==> src/rtl/gcd_pkg.sv <==
// Shared state codes and debug-bus width for the multi-operand GCD processor.
package gcd_pkg;
  localparam int unsigned IR_W = 3;

  typedef enum logic [IR_W-1:0] {
    S_WAIT_A  = 3'd0,
    S_WAIT_B  = 3'd1,
    S_COMPUTE = 3'd2,
    S_HALT    = 3'd4
  } state_t;
endpackage

==> src/rtl/gcd_multi_processor_if.sv <==
// Operator-side bundle: enter key and switches in, result, halt and debug state out.
interface gcd_multi_processor_if #(
  parameter int unsigned WIDTH        = 8,
  parameter int unsigned NUM_OPERANDS = 2
);
  localparam int unsigned CNT_W = $clog2(NUM_OPERANDS + 1);

  logic                     enter;
  logic [WIDTH-1:0]         dataIn;
  logic                     Halt;
  logic [gcd_pkg::IR_W-1:0] IR;
  logic [WIDTH-1:0]         dataOut;
  logic [CNT_W-1:0]         opCount;

  modport master (output enter, dataIn, input Halt, IR, dataOut, opCount);
  modport slave  (input enter, dataIn, output Halt, IR, dataOut, opCount);
endinterface

==> src/rtl/gcd_datapath.sv <==
// A/B operand registers with compare flags and one subtractive-Euclid step per strobe.
module gcd_datapath #(
  parameter int unsigned WIDTH = 8
) (
  input  logic             clock,
  input  logic             reset,
  input  logic             load_a,
  input  logic             load_b,
  input  logic             step,
  input  logic [WIDTH-1:0] din,
  output logic             eq,
  output logic             gt,
  output logic             a_zero,
  output logic             b_zero,
  output logic [WIDTH-1:0] result
);
  logic [WIDTH-1:0] a, b;

  assign eq     = (a == b);
  assign gt     = (a > b);
  assign a_zero = (a == '0);
  assign b_zero = (b == '0);
  // A zero A adopts B on its finishing step, so the result is B in that case.
  assign result = a_zero ? b : a;

  always_ff @(posedge clock or negedge reset) begin
    if (!reset) begin
      a <= '0;
      b <= '0;
    end else begin
      if (load_a)
        a <= din;
      else if (step && !b_zero && a_zero)
        a <= b;
      else if (step && !b_zero && !eq && gt)
        a <= a - b;

      if (load_b)
        b <= din;
      else if (step && !b_zero && !a_zero && !eq && !gt)
        b <= b - a;
    end
  end
endmodule

==> src/rtl/gcd_multi_processor.sv <==
// Folds NUM_OPERANDS key-entered operands into a running GCD; halts with the result.
module gcd_multi_processor
  import gcd_pkg::*;
#(
  parameter int unsigned WIDTH        = 8,
  parameter int unsigned NUM_OPERANDS = 2
) (
  input logic                  clock,
  input logic                  reset,
  gcd_multi_processor_if.slave bus
);
  localparam int unsigned CNT_W = $clog2(NUM_OPERANDS + 1);

  state_t           state, state_nx;
  logic             enter_q, enter_rise;
  logic [CNT_W-1:0] op_cnt;
  logic [WIDTH-1:0] data_out;
  logic             halt_q;
  logic             load_a, load_b, step, done, last;
  logic             eq, gt, a_zero, b_zero;
  logic [WIDTH-1:0] result;

  assign enter_rise = bus.enter & ~enter_q;
  assign last       = (op_cnt == CNT_W'(NUM_OPERANDS));

  gcd_datapath #(.WIDTH(WIDTH)) u_datapath (
    .clock  (clock),
    .reset  (reset),
    .load_a (load_a),
    .load_b (load_b),
    .step   (step),
    .din    (bus.dataIn),
    .eq     (eq),
    .gt     (gt),
    .a_zero (a_zero),
    .b_zero (b_zero),
    .result (result)
  );

  always_comb begin
    state_nx = state;
    load_a   = 1'b0;
    load_b   = 1'b0;
    step     = 1'b0;
    done     = 1'b0;
    case (state)
      S_WAIT_A, S_HALT: begin
        if (enter_rise) begin
          load_a   = 1'b1;
          state_nx = S_WAIT_B;
        end
      end
      S_WAIT_B: begin
        if (enter_rise) begin
          load_b   = 1'b1;
          state_nx = S_COMPUTE;
        end
      end
      S_COMPUTE: begin
        // Step runs on the finishing cycle too so a zero A can take B.
        step = 1'b1;
        if (b_zero || a_zero || eq) begin
          done     = 1'b1;
          state_nx = last ? S_HALT : S_WAIT_B;
        end
      end
      default: state_nx = S_WAIT_A;
    endcase
  end

  always_ff @(posedge clock or negedge reset) begin
    if (!reset) begin
      state    <= S_WAIT_A;
      enter_q  <= 1'b1;
      op_cnt   <= '0;
      data_out <= '0;
      halt_q   <= 1'b0;
    end else begin
      state   <= state_nx;
      enter_q <= bus.enter;
      if (load_a)
        op_cnt <= CNT_W'(1);
      else if (load_b)
        op_cnt <= op_cnt + CNT_W'(1);
      if (done && last) begin
        data_out <= result;
        halt_q   <= 1'b1;
      end else if (load_a) begin
        halt_q <= 1'b0;
      end
    end
  end

  assign bus.IR      = state;
  assign bus.Halt    = halt_q;
  assign bus.dataOut = data_out;
  assign bus.opCount = op_cnt;
endmodule

==> src/flat_wrapper.sv <==
// flat-port wrapper written by rule: the top's interface ports become plain ports
module gcd_multi_processor_flat import gcd_pkg::*;
#(
  parameter int unsigned WIDTH        = 8,
  parameter int unsigned NUM_OPERANDS = 2
)
  (clock, reset, bus_enter, bus_dataIn, bus_Halt, bus_IR, bus_dataOut, bus_opCount);
  gcd_multi_processor_if #(.WIDTH(WIDTH), .NUM_OPERANDS(NUM_OPERANDS)) bus_i ();
  input logic clock;
  input logic reset;
  input wire logic [$bits(bus_i.enter)-1:0] bus_enter;
  input wire logic [$bits(bus_i.dataIn)-1:0] bus_dataIn;
  output wire logic [$bits(bus_i.Halt)-1:0] bus_Halt;
  output wire logic [$bits(bus_i.IR)-1:0] bus_IR;
  output wire logic [$bits(bus_i.dataOut)-1:0] bus_dataOut;
  output wire logic [$bits(bus_i.opCount)-1:0] bus_opCount;
  assign bus_i.enter = bus_enter;
  assign bus_i.dataIn = bus_dataIn;
  assign bus_Halt = bus_i.Halt;
  assign bus_IR = bus_i.IR;
  assign bus_dataOut = bus_i.dataOut;
  assign bus_opCount = bus_i.opCount;
  gcd_multi_processor #(.WIDTH(WIDTH), .NUM_OPERANDS(NUM_OPERANDS)) u_core (.clock(clock), .reset(reset), .bus(bus_i));
endmodule
==> config.mk <==
export PLATFORM = sky130hd
export DESIGN_NAME = gcd_multi_processor_flat
export DESIGN_NICKNAME = d
export VERILOG_FILES = /design/src/rtl/gcd_pkg.sv /design/src/rtl/gcd_multi_processor_if.sv /design/src/rtl/gcd_datapath.sv /design/src/rtl/gcd_multi_processor.sv /design/src/flat_wrapper.sv
export SDC_FILE = /design/constraint.sdc
export NUM_CORES = 1
export LEC_CHECK = 0
export ABC_AREA = 1
export CORE_MARGIN = 2
export CORE_UTILIZATION = 50
export CTS_CLUSTER_SIZE = 12
export DETAILED_ROUTE_END_ITERATION = 16
export PLACE_DENSITY = 0.73
export SLEW_MARGIN = 30
export SYNTH_ARGS = -nofsm -noshare
export SYNTH_HDL_FRONTEND = slang
export SYNTH_SLANG_ARGS = --single-unit
==> constraint.sdc <==
create_clock -name clock -period 5 [get_ports clock]
set_input_delay 1.5 -clock clock [delete_from_list [all_inputs] [get_ports clock]]
set_output_delay 1.5 -clock clock [all_outputs]
set_load 0.02 [all_outputs]
==> results.md, run 1 <==
- H-tree Lvls: 2
- Initial DRC count: 201
- Fin Setup TNS: 0 ps
- Vias per inst: 5.09
- R2R Path Start: u_core.u_datapath.a[0]$_DFFE_PN0P_
- Worst skew pair latency: 290 ps
- Worst Setup SP: bus_enter
- Final Power: 2.19 mW
- Buffers on Ports: 24
- Routed WL: between 6000 and 7000 um
- Mean post-synth cell area: 6.81 um^2
- CTS root buf: clkbuf_8
- Wire per inst: 13.9 um
- Post-synthesis register bit count: 31
- Synth async-reset ratio: 1.00
- Worst EP required: 5180 ps
- PwrDens: 742 mW/mm^2
- Core area: 0.00501 mm^2
- Slew Limit Headroom: 0.521
- DRC violations left: 0
- # rows: 26
- Post-Synthesis Cells: 376
- Detail Route Antenna Nets: 0
- Total GRT Usage: 0.252
- Syn nets: slightly above 400
- Clk_skew: between 6 and 7 ps
- YS warnings: 0
- Status: completed
- Crit path capture type: register
- First-pass DRT Iterations: 5
- Pin count of the biggest net entering global routing: 32
- Hold Crit Start: u_core.bus.Halt$_DFFE_PN0P_
- Initial Util: 0.511
- Initial antenna violation count: 0
- Leak: 1.71 nW
- Util after Layout: 0.588
- Final setup violation count: 0
- Layout cell share with drive strength beyond 1: 0.0817
- HP Class: register to register
- ANT cells: 0
- Final Hold Fails: 0
- Highest Clock Rate: between 300 and 400 MHz
- Clk buf depth: 2
- Worst R2R Path Depth: 12
- Vias in the first global route: 2,111
- Clock sink count: 31
- Crit share post-route: 0.618
- Max Fanout on Critical Path: 22
- EDFF count, synth: 0
- Synth Cell Area: 0.00256 mm^2
- CP Class: input pin to register
- Filler cells: between 500 and 600
- Die extent in y: approximately 76 um
- Post-CTS Setup Bufs: 0
- Max_cap viols: 0
- Register cell area after layout: between 700 and 800 um^2
- Maximum vdd drop: roughly 0.35 mV
- CTS buffer count: 5
- RSZ-0062 raised after global routing: false
- Ports: 25
- R2R setup slack: 2840 ps
- Crit path capture: u_core.u_datapath.b[3]$_DFFE_PN0P_
- Synth-to-layout area growth: 15.1%
- CTS tree: built
- Clock Pin Slew Worst Setup and Hold Paths: ~70 ps
- Layout Nets: approximately 430
- Via count: 2,411
- Slew Viols, Final: 0
- Hold Slack: slightly below 500 ps
- CTS Hold Bufs: 0
- Tmin final: between 3000 and 4000 ps
- Placer congestion estimate: 0.882
- HPWL after DPL: approximately 5100 um
- Grt total ovfl: 0
- Footprint of the multi-input gates: 0.00148 mm^2
- FF-to-FF End: u_core.u_datapath.b[7]$_DFFE_PN0P_
- Post-synth top flop: dfrtp_1
- Post-synthesis sequential area ratio: 0.303
- Post-CTS sizing: 0
- Critical Path AT: ~3300 ps
- Die width: 75.6 um
- Worst slew pin tran: 716 ps
- Synth cell types: 31
- Die ar.: ~0.0057 mm^2
- Startpoint types: input pin
- First-pass GRT wire length: 10,500 um
routing by layer:
metal | GRT usage | wire length [um] | vias up
li1 | - | - | 1230
met1 | 0.348 | 2960 | 1084
met2 | 0.400 | 3040 | 80
met3 | 0.0476 | 399 | 17
met4 | 0.0799 | 182 | 0
met5 | 0 | 0 | -
Yosys cell counts (all sizes together) (2+ instances only):
cell	instances	area share
nand2	121	0.19
o21ai	26	0.052
inv	74	0.11
nor2	20	0.040
clkbuf	3	0.0044
dfrtp	30	0.29
nand3	55	0.12
ha	16	0.078
xor2	3	0.010
or2	6	0.015
nand4	3	0.013
fa	2	0.016
xnor2	2	0.0068
buf	2	0.0073
a21oi	9	0.018
per-stage QoR:
stage	setup slack, ps	cells	cell area (um^2)
after global placement	1680	466	2870
after global routing	1690	474	2950
after detailed placement	1610	466	2870
after floorplan	2610	376	2560
final	1910	474	2950
after CTS	1920	474	2950
layout make-up:
type / count / share of cell area
clock buffer: 7 / 0.0259
clock inverter: 1 / 0.00170
inverter: 74 / 0.0942
multi-input combinational: 266 / 0.501
sequential: 31 / 0.264
tap: 70 / 0.0297
timing repair buffer: 25 / 0.0840
power breakdown:
group | leakage [nW] | internal [mW] | switching (mW) | total (mW)
Combinational | 1.27 | 0.563 | 0.963 | 1.53
Clock | 0.0422 | 0.0975 | 0.0934 | 0.191
Sequential | 0.396 | 0.352 | 0.119 | 0.471
Total | 1.71 | 1.01 | 1.18 | 2.19
state kept, by name (all words and copies together), names as in the netlist:
signal	cells
u_core.bus.Halt	1
u_core.bus.IR	3
u_core.bus.dataOut	8
u_core.bus.opCount	2
u_core.enter_q	1
u_core.u_datapath.a	8
u_core.u_datapath.b	8
critical path: stages:
cell and delay [ps]:
clkdlybuf4s50_1 470, inv_1 40, nor2_1 140, nand2_1 450, inv_1 380, o21ai_0 140
nand2_1 70, nand2_1 60
cells in the final DEF (no fill, tap or decap), types with 2 or more instances in the layout:
| master | count |
|---|---|
| clkbuf_8 | 5 |
| nand2_4 | 4 |
| nand2_1 | 112 |
| inv_1 | 72 |
| xor2_1 | 3 |
| nor2_1 | 17 |
| or2_2 | 5 |
| o21ai_1 | 5 |
| inv_2 | 2 |
| xnor2_1 | 2 |
| clkbuf_1 | 2 |
| nand3_1 | 52 |
| nand4_1 | 2 |
| fa_1 | 2 |
| nand2_2 | 5 |
| nand3_4 | 3 |
| dfrtp_1 | 30 |
| a21oi_1 | 9 |
| o21ai_0 | 20 |
| clkdlybuf4s50_1 | 24 |
| ha_1 | 16 |
cells by family after synthesis:
kind of cell,share of synthesized area
buf+inv,0.120
flops,0.303
xor+xnor,0.0171
compound gates,0.0723
fa+ha+maj,0.0938
simple gates,0.393
how the worst min path moves through the flow:
stage	endpoint	slack, ps	cells after the start
2_1_floorplan	u_core.u_datapath.b[6]$_DFFE_PN0P_	520	2
3_3_place_gp	u_core.bus.Halt$_DFFE_PN0P_	480	2
3_5_place_dp	u_core.bus.Halt$_DFFE_PN0P_	470	2
4_1_cts	u_core.bus.Halt$_DFFE_PN0P_	490	2
5_1_grt	u_core.bus.Halt$_DFFE_PN0P_	530	2
6_report	u_core.bus.Halt$_DFFE_PN0P_	490	2
(Power assumes the default switching activity.)
==> inputs of run 2 (changes only) <==
==> constraint.sdc (replaced) <==
create_clock -name clock -period 3.1 [get_ports clock]
set_input_delay 0.93 -clock clock [delete_from_list [all_inputs] [get_ports clock]]
set_output_delay 0.93 -clock clock [all_outputs]
set_load 0.02 [all_outputs]
==> results.md, run 2 (synthesized netlist as in run 1, its figures left out) <==
- CTS buffer count: 5 (unchanged)
- CP Class: input pin to register (unchanged)
- Clk_skew: 15.1 ps (was 6.75 ps)
- Slew Viols, Final: 0 (unchanged)
- Clock power frac: 0.117 (was 0.087)
- Detail Route Antenna Nets: 0 (unchanged)
- Clock sink count: 31 (unchanged)
- RSZ-0062 raised after global routing: false (unchanged)
- Startpoint types: input pin (unchanged)
- H-tree Lvls: 2 (unchanged)
- CTS Hold Bufs: 0 (unchanged)
- Pin count of the biggest net entering global routing: 32 (unchanged)
- Sw power: 1.87 mW (was 1.18 mW)
- Clock Pin Slew Worst Setup and Hold Paths: 70 ps (about the same)
- Die extent in y: 75.6 um (unchanged)
- Final setup violation count: 0 (unchanged)
- Final Hold Fails: 0 (unchanged)
- Worst EP required: 3330 ps (was 5180 ps)
- Maximum vdd drop: 0.684 mV (was 0.350 mV)
- Highest Clock Rate: 421 MHz
- HP Class: register to register (unchanged)
- Total GRT Usage: 0.253 (was 0.252)
- Worst slew pin tran: 562 ps (was 716 ps)
- Via count: 2,389 (was 2,411)
- Hold Slack: 490 ps (was 488 ps)
- Fin Setup TNS: 0 ps (unchanged)
- Max_cap viols: 0 (unchanged)
- Commonest non-fill, non-tap cell in the layout: nand2_1 (unchanged)
- Layout cell share with drive strength beyond 1: 0.0889 (was 0.0817)
- Initial Util: 0.511 (unchanged)
- DRC violations left: 0 (unchanged)
- CTS tree: built (unchanged)
- Filler cells: 510 (was 520)
- Tmin final: between 2000 and 2500 ps
- Sequential share of power: 0.209 (was 0.215)
- First-pass GRT wire length: 10,800 um (was 10,500 um)
- Synth-to-layout area growth: 16.8% (was 15.1%)
- Post-CTS Setup Bufs: 0 (unchanged)
- Crit path capture type: register (unchanged)
- Crit share post-route: 0.766
- Clk buf depth: 2 (unchanged)
- Slew Limit Headroom: 0.624 (was 0.521)
- Logic pwr share: 0.674 (was 0.697)
- Placer congestion estimate: 0.913 (was 0.882)
- Layout Nets: 433 (was 432)
- Util after Layout: 0.597 (was 0.588)
- Post-CTS sizing: 0 (unchanged)
- Leak: 1.73 nW (was 1.71 nW)
- Most frequent cells in the layout: nand2_1, inv_1, nand3_1 (unchanged)
- ANT cells: 0 (unchanged)
- Core area: 0.00501 mm^2 (unchanged)
- Initial antenna violation count: 0 (unchanged)
- Vias per inst: 5.03 (was 5.09)
- Buffers on Ports: 24 (unchanged)
- Sw Share: 0.518 (was 0.538)
- Int Power: 1.74 mW (was 1.01 mW)
- PwrDens: 1200 mW/mm^2 (was 742 mW/mm^2)
- Critical Path AT: 2600 ps (was 3270 ps)
- Max Fanout on Critical Path: 17 (was 22)
- Die ar.: 0.00571 mm^2 (unchanged)
- First-pass DRT Iterations: 4 (was 5)
- HPWL after DPL: 5010 um (was 5120 um)
- Initial DRC count: 250 (was 201)
- Vias in the first global route: 2,233 (was 2,111)
- Status: completed (unchanged)
- Worst skew pair latency: 290 ps (about the same)
- Wire per inst: 13.8 um (was 13.9 um)
- CTS root buf: clkbuf_8 (unchanged)
- Routed WL: 6560 um (was 6580 um)
- Ports: 25 (unchanged)
- Grt total ovfl: 0 (unchanged)
- Die width: 75.6 um (unchanged)
- # rows: 26 (unchanged)
==> run 2: changes by cell type in the layout (fill, tap and decap cells not counted), sizes merged <==
cell	delta
buf	+1
clkbuf	-1
bufinv	+1
==> run 2: final cells by class <==
cell class	count	area, um^2	area share
Multi-Input combinational cell	266	1480	0.494
Clock buffer	6	82.6	0.0276
Tap cell	70	87.6	0.0293
Timing Repair Buffer	26	255	0.0853
Sequential cell	31	777	0.260
Clock inverter	2	35.0	0.0117
Inverter	74	278	0.0928
==> run 2: worst paths after layout <==
path | start | end | slack (ps) | depth (start not counted)
min in group asynchronous | reset | u_core.u_datapath.b[3]$_DFFE_PN0P_ | 1040 | 2
max in group asynchronous | reset | u_core.enter_q$_DFF_PN1_ | 1710 | 2
min | u_core.bus.Halt$_DFFE_PN0P_ | u_core.bus.Halt$_DFFE_PN0P_ | 490 | 2
max reg2reg | u_core.u_datapath.a[0]$_DFFE_PN0P_ | u_core.u_datapath.b[7]$_DFFE_PN0P_ | 880 | 12
max | bus_enter | u_core.u_datapath.a[2]$_DFFE_PN0P_ | 730 | 9
min reg2reg | u_core.bus.Halt$_DFFE_PN0P_ | u_core.bus.Halt$_DFFE_PN0P_ | 490 | 2
==> run 2: critical path, cell delays in order <==
cell and delay [ps]:
clkdlybuf4s50_1 480, inv_1 40, nor2_1 140, nand2_1 370, nand2_2 240, inv_2 120
nand2_4 120, nand3_1 90, nand2_1 60
==> run 2: power by group through the flow <==
stage	clock, mW	sequential, mW	combinational [mW]
floorplan	0	0.770	1.78
global placement	0	0.757	2.36
detailed placement	0	0.758	2.40
CTS	0.423	0.753	2.41
global route	0.443	0.784	2.78
finish	0.423	0.753	2.43
==> run 2: through the flow <==
stage          std cells  power [mW]  cell area, um^2  setup WS (ps)
3_3_place_gp         467        3.12             2870            517
3_5_place_dp         467        3.16             2870            471
2_1_floorplan        376        2.55             2560           1250
4_1_cts              475        3.59             2990            760
6_report             475        3.60             2990            726
5_1_grt              475        4.01             2990            473
==> run 2: routing by layer <==
| metal | GRT usage | vias up | part of all wire |
|---|---|---|---|
| li1 | - | 1228 | - |
| met1 | 0.352 | 1088 | 0.47 |
| met2 | 0.401 | 61 | 0.46 |
| met3 | 0.0423 | 12 | 0.046 |
| met4 | 0.0858 | 0 | 0.022 |
| met5 | 0 | - | 0 |
==> inputs of run 3 (changes only) <==
==> constraint.sdc (replaced) <==
create_clock -name clock -period 2.2 [get_ports clock]
set_input_delay 0.66 -clock clock [delete_from_list [all_inputs] [get_ports clock]]
set_output_delay 0.66 -clock clock [all_outputs]
set_load 0.02 [all_outputs]
==> results.md, run 3 (synthesized netlist as in run 1, its figures left out) <==
- Post-CTS sizing: 0 (unchanged)
- CP Class: register to register (was input pin to register)
- Worst slew pin tran: 466 ps (was 562 ps)
- Vias in the first global route: 2,255 (was 2,233)
- Final Hold Fails: 0 (unchanged)
- Detail Route Antenna Nets: 0 (unchanged)
- Pin count of the biggest net entering global routing: 32 (unchanged)
- Most frequent cells in the layout: nand2_1, inv_1, nand3_1 (unchanged)
- Clock Pin Slew Worst Setup and Hold Paths: 70 ps (about the same)
- Layout Cells excl Fill: 486 (was 475)
- Placer congestion estimate: 0.883 (was 0.913)
- Post-CTS Setup Bufs: 0 (unchanged)
- Slew Limit Headroom: 0.689 (was 0.624)
- Layout Nets: 444 (was 433)
- R2R Path Start: u_core.u_datapath.a[0]$_DFFE_PN0P_ (unchanged)
- RSZ-0062 raised after global routing: false (unchanged)
- Clock sink count: 31 (unchanged)
- First-pass DRT Iterations: 5 (was 4)
- Via count: 2,442 (was 2,389)
- Layout cell share with drive strength beyond 1: 0.115 (was 0.0889)
- CP peak stage delay: 380 ps (was 480 ps)
- CTS Hold Bufs: 0 (unchanged)
- Cell total after placement: 478 (was 467)
- Die ar.: 0.00571 mm^2 (unchanged)
- Initial antenna violation count: 0 (unchanged)
- Area post-placement: 0.00296 mm^2 (was 0.00287 mm^2)
- Filler cells: 469 (was 510)
- Ports: 25 (unchanged)
- Grt total ovfl: 0 (unchanged)
- CTS tree: built (unchanged)
- HPWL after DPL: 5240 um (was 5010 um)
- H-tree Lvls: 2 (unchanged)
- Tmin final: 2040 ps
- Util after Layout: 0.614 (was 0.597)
- Routed WL: 6750 um (was 6560 um)
- Sequence of cells on the critical path: inv_1 > ha_1 > fa_2 > inv_1 > nand2_1 > nand2_1 > nand3_1 > nand2_2 > nand3b_4 > buf_4 > nand3_1 > nand2_1 (was clkdlybuf4s50_1 > inv_1 > nor2_1 > nand2_1 > nand2_2 > inv_2 > nand2_4 > nand3_1 > nand2_1)
- PwrDens: 1720 mW/mm^2 (was 1200 mW/mm^2)
- Crit path capture type: register (unchanged)
- Die extent in y: 75.6 um (unchanged)
- Startpoint types: register (was input pin)
- Final setup violation count: 0 (unchanged)
- # rows: 26 (unchanged)
- Critical path's top delay family: simple AND/OR/NAND/NOR gates (unchanged)
- Max Fanout on Critical Path: 5 (was 17)
- Fin Setup TNS: 0 ps (unchanged)
- Worst Setup SP: u_core.u_datapath.a[0]$_DFFE_PN0P_ (was bus_enter)
- Highest Clock Rate: ~490 MHz
- Clk buf depth: 2 (unchanged)
- Status: completed (unchanged)
- Vias per inst: 5.02 (was 5.03)
- Wire per inst: 13.9 um (was 13.8 um)
- First-pass GRT wire length: 10,700 um (was 10,800 um)
- Commonest non-fill, non-tap cell in the layout: nand2_1 (unchanged)
- Initial Util: 0.511 (unchanged)
- Finished Cell Area: 0.00308 mm^2 (was 0.00299 mm^2)
- Initial DRC count: 219 (was 250)
- Pre-CTS setup slack: -111 ps (was 471 ps)
- Leak: 1.78 nW (was 1.73 nW)
- Buffers on Ports: 24 (unchanged)
- Hold Slack: 489 ps (was 490 ps)
- Clk_skew: 7.81 ps (was 15.1 ps)
- CTS root buf: clkbuf_8 (unchanged)
- Slew Viols, Final: 0 (unchanged)
- Worst skew pair latency: 290 ps (about the same)
- CTS buffer count: 5 (unchanged)
- Core area: 0.00501 mm^2 (unchanged)
- Max_cap viols: 0 (unchanged)
- DRC violations left: 0 (unchanged)
- Hold Crit Start: u_core.bus.Halt$_DFFE_PN0P_ (unchanged)
- Crit share post-route: 0.926
- Die width: 75.6 um (unchanged)
- Critical-path top delay cell: fa_2 (was clkdlybuf4s50_1)
- Crit path buf inv count: 3 (unchanged)
- Total GRT Usage: 0.249 (was 0.253)
- Crit path top cell by count: nand2_1 (unchanged)
- HP Class: register to register (unchanged)
- Worst EP required: 2430 ps (was 3330 ps)
- Maximum vdd drop: 0.729 mV (was 0.684 mV)
- Setup ws final: 163 ps (was 726 ps)
- Final Power: 5.28 mW (was 3.60 mW)
- ANT cells: 0 (unchanged)
- Synth-to-layout area growth: 20.1% (was 16.8%)
- Critical Path AT: 2270 ps (was 2600 ps)
run 3: worst paths after layout:
check,end,slack [ps],depth (start not counted)
worst max-delay path,u_core.u_datapath.b[3]$_DFFE_PN0P_,160,12
worst min-delay path,u_core.bus.Halt$_DFFE_PN0P_,490,2
worst max register to register,u_core.u_datapath.b[3]$_DFFE_PN0P_,160,12
worst min register to register,u_core.bus.Halt$_DFFE_PN0P_,490,2
max in group asynchronous,u_core.enter_q$_DFF_PN1_,1080,2
min in group asynchronous,u_core.u_datapath.b[3]$_DFFE_PN0P_,770,2
run 3: final cells by class:
cell class	count	area [um^2]	area share
inverter	74	278	0.0903
sequential	31	777	0.253
tap	70	87.6	0.0285
multi-input combinational	266	1480	0.481
clock inverter	2	35.0	0.0114
clock buffer	6	82.6	0.0268
timing repair buffer	37	338	0.110
run 3: worst min-delay path, delay by kind of cell (launching register included):
kind	cells	cell delay, ps
and+or+nand+nor	2	100
DFF	1	350
run 3: metal layers:
metal	share of wire	GRT usage	vias to the layer above
met5	0	0	-
met4	0.015	0.0604	0
met3	0.057	0.0370	11
met2	0.48	0.429	88
met1	0.45	0.329	1097
li1	-	-	1246
run 3: where the power goes:
group / internal [mW] / switching [mW]
logic: 1.41 / 2.26
clock network: 0.366 / 0.228
registers: 0.799 / 0.229
